## src/rtl/fir_mac_engine.sv

```systemverilog
// Sequential FIR filter: one tap per cycle through an external combinational multiplier.
// Sample in, TAPS multiply-accumulate cycles, then the result is held until the consumer takes it.
module fir_mac_engine #(
  parameter int OPERAND_SIZE = 8,
  parameter int TAPS         = 8,
  parameter int ACC_WIDTH    = 2 * OPERAND_SIZE + $clog2(TAPS)
) (
  input  logic                      clk,
  input  logic                      rst,
  input  logic                      in_valid,
  output logic                      in_ready,
  input  logic [OPERAND_SIZE-1:0]   in_data,
  input  logic                      coef_we,
  input  logic [$clog2(TAPS)-1:0]   coef_addr,
  input  logic [OPERAND_SIZE-1:0]   coef_data,
  output logic [OPERAND_SIZE-1:0]   mult_md,
  output logic [OPERAND_SIZE-1:0]   mult_mr,
  input  logic [2*OPERAND_SIZE-1:0] mult_product,
  output logic                      out_valid,
  input  logic                      out_ready,
  output logic [ACC_WIDTH-1:0]      out_data,
  output logic                      busy
);

  localparam int IDX_W  = $clog2(TAPS);
  localparam int PROD_W = 2 * OPERAND_SIZE;

  typedef enum logic [1:0] {
    IDLE = 2'd0,
    MAC  = 2'd1,
    DONE = 2'd2
  } state_t;

  state_t                  state_r;
  state_t                  state_s;
  logic [IDX_W-1:0]        idx_r;
  logic [ACC_WIDTH-1:0]    acc_r;
  logic [ACC_WIDTH-1:0]    prod_ext_s;
  logic [ACC_WIDTH-1:0]    acc_sum_s;
  logic [OPERAND_SIZE-1:0] x_r [TAPS];
  logic [OPERAND_SIZE-1:0] c_r [TAPS];
  logic                    accept_s;
  logic                    last_s;
  logic                    coef_wr_s;

  assign in_ready  = (state_r == IDLE);
  assign busy      = (state_r != IDLE);
  assign last_s    = (idx_r == IDX_W'(TAPS - 1));
  assign coef_wr_s = coef_we && (state_r == IDLE);

  // Product is sign-extended so the accumulator sum stays two's complement.
  assign prod_ext_s = {{(ACC_WIDTH - PROD_W){mult_product[PROD_W-1]}}, mult_product};
  assign acc_sum_s  = acc_r + prod_ext_s;

  // Next-state decode and multiplier operand steering.
  always_comb begin
    state_s  = state_r;
    accept_s = 1'b0;
    mult_md  = '0;
    mult_mr  = '0;
    case (state_r)
      IDLE: begin
        if (in_valid) begin
          accept_s = 1'b1;
          state_s  = MAC;
        end else begin
          state_s  = IDLE;
        end
      end
      MAC: begin
        mult_md = x_r[idx_r];
        mult_mr = c_r[idx_r];
        if (last_s) begin
          state_s = DONE;
        end else begin
          state_s = MAC;
        end
      end
      DONE: begin
        if (out_ready) begin
          state_s = IDLE;
        end else begin
          state_s = DONE;
        end
      end
      default: begin
        state_s = IDLE;
      end
    endcase
  end

  // State register.
  always_ff @(posedge clk or posedge rst) begin
    if (rst) begin
      state_r <= IDLE;
    end else begin
      state_r <= state_s;
    end
  end

  // Tap index and accumulator; the index wraps to zero after the last tap.
  always_ff @(posedge clk or posedge rst) begin
    if (rst) begin
      idx_r <= '0;
      acc_r <= '0;
    end else if (accept_s) begin
      idx_r <= '0;
      acc_r <= '0;
    end else if (state_r == MAC) begin
      acc_r <= acc_sum_s;
      if (last_s) begin
        idx_r <= '0;
      end else begin
        idx_r <= idx_r + IDX_W'(1);
      end
    end else begin
      idx_r <= idx_r;
      acc_r <= acc_r;
    end
  end

  // Sample delay line, shifted only when a sample is accepted.
  always_ff @(posedge clk or posedge rst) begin
    if (rst) begin
      for (int k = 0; k < TAPS; k++) begin
        x_r[k] <= '0;
      end
    end else if (accept_s) begin
      for (int k = TAPS - 1; k > 0; k--) begin
        x_r[k] <= x_r[k-1];
      end
      x_r[0] <= in_data;
    end else begin
      for (int k = 0; k < TAPS; k++) begin
        x_r[k] <= x_r[k];
      end
    end
  end

  // Coefficient file; writes are only honoured while idle.
  always_ff @(posedge clk or posedge rst) begin
    if (rst) begin
      for (int k = 0; k < TAPS; k++) begin
        c_r[k] <= '0;
      end
    end else if (coef_wr_s) begin
      c_r[coef_addr] <= coef_data;
    end else begin
      for (int k = 0; k < TAPS; k++) begin
        c_r[k] <= c_r[k];
      end
    end
  end

  // Result register; held stable for the whole DONE state.
  always_ff @(posedge clk or posedge rst) begin
    if (rst) begin
      out_valid <= 1'b0;
      out_data  <= '0;
    end else if ((state_r == MAC) && last_s) begin
      out_valid <= 1'b1;
      out_data  <= acc_sum_s;
    end else if ((state_r == DONE) && out_ready) begin
      out_valid <= 1'b0;
      out_data  <= out_data;
    end else begin
      out_valid <= out_valid;
      out_data  <= out_data;
    end
  end

endmodule

```

## config.mk

```make
export PLATFORM = sky130hd
export DESIGN_NAME = fir_mac_engine
export DESIGN_NICKNAME = d
export VERILOG_FILES = /design/src/rtl/fir_mac_engine.sv
export SDC_FILE = /design/constraint.sdc
export NUM_CORES = 1
export LEC_CHECK = 0
export BUFFER_PORTS_ARGS = -buffer_cell sky130_fd_sc_hd__buf_2
export CORE_ASPECT_RATIO = 0.5
export CORE_UTILIZATION = 60
export DETAILED_ROUTE_END_ITERATION = 8
export PLACE_DENSITY_LB_ADDON = 0.05
export SYNTH_ARGS = -nofsm -noshare
export SYNTH_HDL_FRONTEND = slang
export SYNTH_SLANG_ARGS = --single-unit
```

## constraint.sdc

```tcl
create_clock -name clk -period 6.1 [get_ports clk]
set_clock_uncertainty 0.2 [all_clocks]
set_input_delay 0.61 -clock clk [delete_from_list [all_inputs] [get_ports clk]]
set_output_delay 0.61 -clock clk [all_outputs]
set_load 0.01 [all_outputs]
```

**Word level (Yosys, flattened, before mapping)**

Index checks and enable logic that the tools add are counted.

- Add/sub/neg operators: 2
- Magnitude comparators: 3
- Eq/ne operators: 3
- Muxes and demuxes: 24
- Bitwise logic cells: 2
- Reduce and logical (&&, ||, !) cells: 8

Operators with widths:

| kind | number |
|---|---|
| bitwise mux 64 bit | 1 |
| two-way mux 8 bit | 7 |
| binary-select mux 8 bit (select 3 bit) | 2 |
| two-way mux 19 bit | 2 |
| demux 8 bit (select 3 bit) | 1 |
| adder 19 bit | 1 |
| two-way mux 3 bit | 3 |
| >= comparator 4 bit, second input constant | 2 |
| NOT 3 -> 4 bit | 2 |
| case mux 2 bit (3 select lines) | 1 |
| nonzero test 2 bit | 3 |
| two-way mux 1 bit | 5 |
| logical AND 1 bit | 4 |
| < comparator 4 x 1 -> 1 bit, second input constant | 1 |
| two-way mux 2 bit | 2 |
| adder 3 x 1 -> 3 bit, second input constant | 1 |
| == test 3 bit, second input constant | 1 |
| == test 2 x 1 -> 1 bit, second input constant | 1 |
| == test 2 bit, second input constant | 1 |
| zero test 2 bit | 1 |

- Register bits after elaboration: 172
- Output and inout bits: 38

**Depth between registers and ports, before layout**

- Word-level depth: 6
- Depth in mapped cells: 10
- Depth with buffers taken out: 10

**Least setup slack after synthesis**

OpenSTA, ideal clock, no wires.

- Path kind: input -> register
- Start: in mult_product[0]
- End: reg out_data[18]
- Library setup time: 0.131 ns
- Arrival: 2.379 ns
- Path slack: 3.389 ns
- Stages on the path: 10
- Path buffers: 0
- Cells stage by stage: ha_1 > inv_1 > fa_1 > nor2b_4 > o31a_1 > o31a_1 > a211o_1 > o211ai_2 > xor2_1 > o21ai_1

- Cells in the longest elaborated chain, start to end: 1

Ends and longest elaborated chain:

| element | line | RTL |
|---|---|---|
| start, declared | 18 | `input logic [2*OPERAND_SIZE-1:0] mult_product,` |
| adder 19 bit | 53 | `assign acc_sum_s = acc_r + prod_ext_s;` |
| end signal, assigned | 162 | `out_data <= acc_sum_s;` |
| end signal, assigned | 165 | `out_data <= out_data;` |
| end signal, assigned | 168 | `out_data <= out_data;` |
| end, declared | 21 | `output logic [ACC_WIDTH-1:0] out_data,` |

Every way passes these cells.
A chain may end at the register's enable or synchronous reset.

**Worst setup path after layout**

- Start: reg idx_r[0]
- End: out mult_mr[2]

- Cells in the longest elaborated chain, start to end: 5

Ends and longest elaborated chain:

| element | line | RTL |
|---|---|---|
| start, declared | 36 | `logic [IDX_W-1:0] idx_r;` |
| start signal, assigned | 114 | `idx_r <= idx_r + IDX_W'(1);` |
| start signal, assigned | 117 | `idx_r <= idx_r;` |
| NOT 3 -> 4 bit (implied by the code) | 72 | `mult_mr = c_r[idx_r];` |
| binary-select mux 8 bit (select 3 bit) | 72 |  |
| two-way mux 8 bit (implied by the code) (2 in a row) | 72 |  |
| two-way mux 8 bit | 61 | `case (state_r)` |
| end, declared | 17 | `output logic [OPERAND_SIZE-1:0] mult_mr,` |

Every way passes these cells. The select of a mux whose other input is x is not followed.

==> metrics.md <==
| Metric | Value |
|---|---|
| Drt drc | 0 |
| Seq cells post-synth | ~170 |
| P&R area growth vs syn | 13.2% |
| Starting DRT DRC Count | roughly 510 |
| Final Non-Filler Cells | 1,060 |
| Fmax achieved | 283 MHz |
| Largest net degree at the start of global routing | 77 |
| Synthesized area per cell | 10.6 µm² |
| Fin crit period | 3.53 ns |
| Post-CTS Repair Setup Buffers | 0 |
| GRT Overall Usage | 0.261 |
| Placed cells | ~1,000 |
| DIE WIDTH | 170 µm |
| Final TNS setup | 0 ns |
| Clk Latency, worst-skew pair | ~0.43 ns |
| Slowest CP cell | dfrtp_2 |
| H-tree depth | 4 |
| Post-Synthesis Cells | 796 |
| Slew Limit Fails | 0 |
| Pwr Total | 5.34 mW |
| Fin crit share | 0.579 |
| Clock transition at the registers of the reported paths | 0.07 ns |
| First-pass GRT wire length | 29.2 mm |
| PortBufs | 77 |
| Row count | 30 |
| Synth top area cells | dfrtp_1, nand2_1, mux2_2 |
| Final setup violation count | 0 |
| Yosys top cell area share | 0.509 |
| Crit Path Max Fanout | 19 |
| Sw Ratio | 0.380 |
| Leading area contributor after synthesis | dfrtp_1 |
| Slew headroom | 0.190 |
| CTS sink cnt | between 150 and 200 |
| Commonest non-fill, non-tap cell in the layout | nand2_1 |
| Post-DR vias/cell | 5.78 |
| DP Worst Slack | 3.01 ns |
| DP Area | 0.00898 mm² |
| Top Ports | just under 80 |
| Peak VDD IR | between 0.2 and 0.25 mV |
| Critical Path RT | 5.29 ns |
| Data arrival time of the worst path | 2.72 ns |
| WL final | 18.0 mm |
| Cell Area, Synth | 0.00846 mm² |
| Initial Util | 0.619 |
| Final Core Density | 0.701 |
| Hold WS | ~0.047 ns |
| DR vias | 6,126 |
| Max-cap violations | 0 |
| Total CTS buffers | 17 |
| HPWL Detailed | 11.3 mm |
| CTS hold repair buffers | 0 |
| R2R depth | 6 |
| Worst Tran Pin Value | 1.22 ns |
| Fin nets | ~900 |
| Main flop type after synthesis | dfrtp_1 |
| Grt ovf | 0 |
| Layout cells sized above 1 | 0.258 |
| Die Y | 86.0 µm |
| Fin. Hold Viols | 0 |
| Psw | 2.03 mW |
| Status | finished clean |
| CTS tree | yes |
| Initial antenna violation count | 0 |
| RSZ-0062 raised after global routing | no |
| First-pass detailed-route iteration total | 4 |
| Gate power share | 0.409 |
| Clock share of power | 0.209 |
| PwrDens | 557 mW/mm² |
| Crit-path cells | buf_4, mux4_2, mux2i_1, nor2_1, buf_2 |
| Clock Tree Buf Depth | 2 |
| Cell Int Power | 3.31 mW |
| Async SR Flop Fraction | 1.00 |
| Crit path largest cell delay | between 0.7 and 0.8 ns |
| Seq/Total Area, Yosys | 0.509 |
| Worst R2R End | acc_r[8]$_DFFE_PP0P_ |
| Cts repair resizes | 0 |
| Most frequent cells in the layout | nand2_1, dfrtp_1, buf_2 |
| Reg2reg start | state_r[0]$_DFF_PP0_ |
| Post-synth cell types | 45 |
| RePlAce Congestion | 0.861 |
| Total leakage power | between 4 and 5 nW |
| Sequential power share | 0.382 |
| Final Cell Area | 0.00958 mm² |
| Antenna violation net count after detailed routing | 0 |
| # diodes | 0 |
| Final worst slack | 2.57 ns |
| R2R Setup Slk | 3.14 ns |
| Critical Path End Type | output port |
| Number of flops mapped to enable cells by yosys | 0 |
| Vias in the first global route | ~5,800 |
| Die Area | 0.0146 mm² |
| Clock root buffer | clkbuf_16 |
| Drt wl/cell | 16.9 µm |
| Worst Setup Path Type | flip-flop to output port |
| Area of the core | 0.0137 mm² |
| Synthesized Nets | 857 |
| Crit start category | flip-flop |
| Min-delay worst type | input pin to async pin |
| Synthesis warning total | 0 |
[power groups by stage]
stage,combinational (mW),clock (mW),sequential (mW)
after floorplan,1.71,0,1.93
after global placement,2.12,0,2.03
after detailed placement,2.18,0,2.06
after CTS,2.20,1.13,2.04
after global routing,2.42,1.18,2.11
final,2.19,1.11,2.04
[state kept, by name, summed over array words and instances, names as in the netlist]
name / cells
idx_r: 3
x_r: 64
state_r: 2
out_valid: 1
c_r: 64
out_data: 19
acc_r: 19
[synth_stat cells, types with 2 or more instances]
master	instances
buf_2	7
nand2b_1	3
nor2b_1	5
xnor2_1	8
o31a_1	2
buf_1	2
nand2_1	238
clkbuf_1	35
nor2_1	28
mux4_2	32
nor3b_1	3
a21o_1	6
xor2_1	5
nand3_1	34
nand4b_1	2
o21bai_1	2
mux2i_1	18
a21oi_1	20
o21ai_0	37
a221oi_1	3
nor3_1	5
a211oi_1	4
mux2_2	66
inv_1	9
o31ai_1	4
ha_1	20
a31oi_1	2
and2_1	3
or3_1	2
and3_1	5
dfrtp_1	172
[worst max path at each step]
stage,to,cells past startpoint,slack (ns),startpoint
6_report,mult_mr[2],5,2.57,idx_r[0]$_DFFE_PP0P_
5_1_grt,mult_md[6],5,2.40,idx_r[0]$_DFFE_PP0P_
4_1_cts,mult_mr[2],5,2.56,idx_r[0]$_DFFE_PP0P_
3_5_place_dp,mult_mr[2],5,3.01,idx_r[0]$_DFFE_PP0P_
3_3_place_gp,mult_md[6],5,3.06,idx_r[0]$_DFFE_PP0P_
2_1_floorplan,acc_r[0]$_DFFE_PP0P_,1,0.63,rst
[area by class of cell]
cell class / instances / area [µm²]
Inverter: 9 / 38.8
Clock buffer: 18 / 439
Multi-Input combinational cell: 571 / 3960
Tap cell: 192 / 240
Sequential cell: 172 / 4310
Timing Repair Buffer: 84 / 438
Fill cell: 1071 / 4080
Clock inverter: 14 / 164
[worst max-delay path, delay by kind of cell (launching register included)]
| family | cells | cell delay [ns] |
|---|---|---|
| DFF | 1 | 0.76 |
| and+or+nand+nor | 1 | 0.10 |
| buffers and inverters | 2 | 0.66 |
| muxes | 2 | 0.74 |
[cells by family after synthesis]
| family | after synthesis | synth area share |
|---|---|---|
| and+or+nand+nor | 334 | 0.165 |
| DFF | 172 | 0.509 |
| muxes | 116 | 0.194 |
| AOI/OAI and AO/OA | 87 | 0.0619 |
| buffers and inverters | 53 | 0.0245 |
| adders and majority gates | 21 | 0.0319 |
| xor gates and xnor gates | 13 | 0.0135 |
[routing by layer]
| layer | vias up | wire, µm | track usage |
|---|---|---|---|
| met2 | 127 | 8550 | 0.413 |
| met5 | - | 0 | 0 |
| met3 | 14 | 717 | 0.0517 |
| met1 | 3103 | 8540 | 0.372 |
| met4 | 0 | 144 | 0.0762 |
| li1 | 2882 | - | - |
Note: power is estimated with default switching activity, not from simulation.
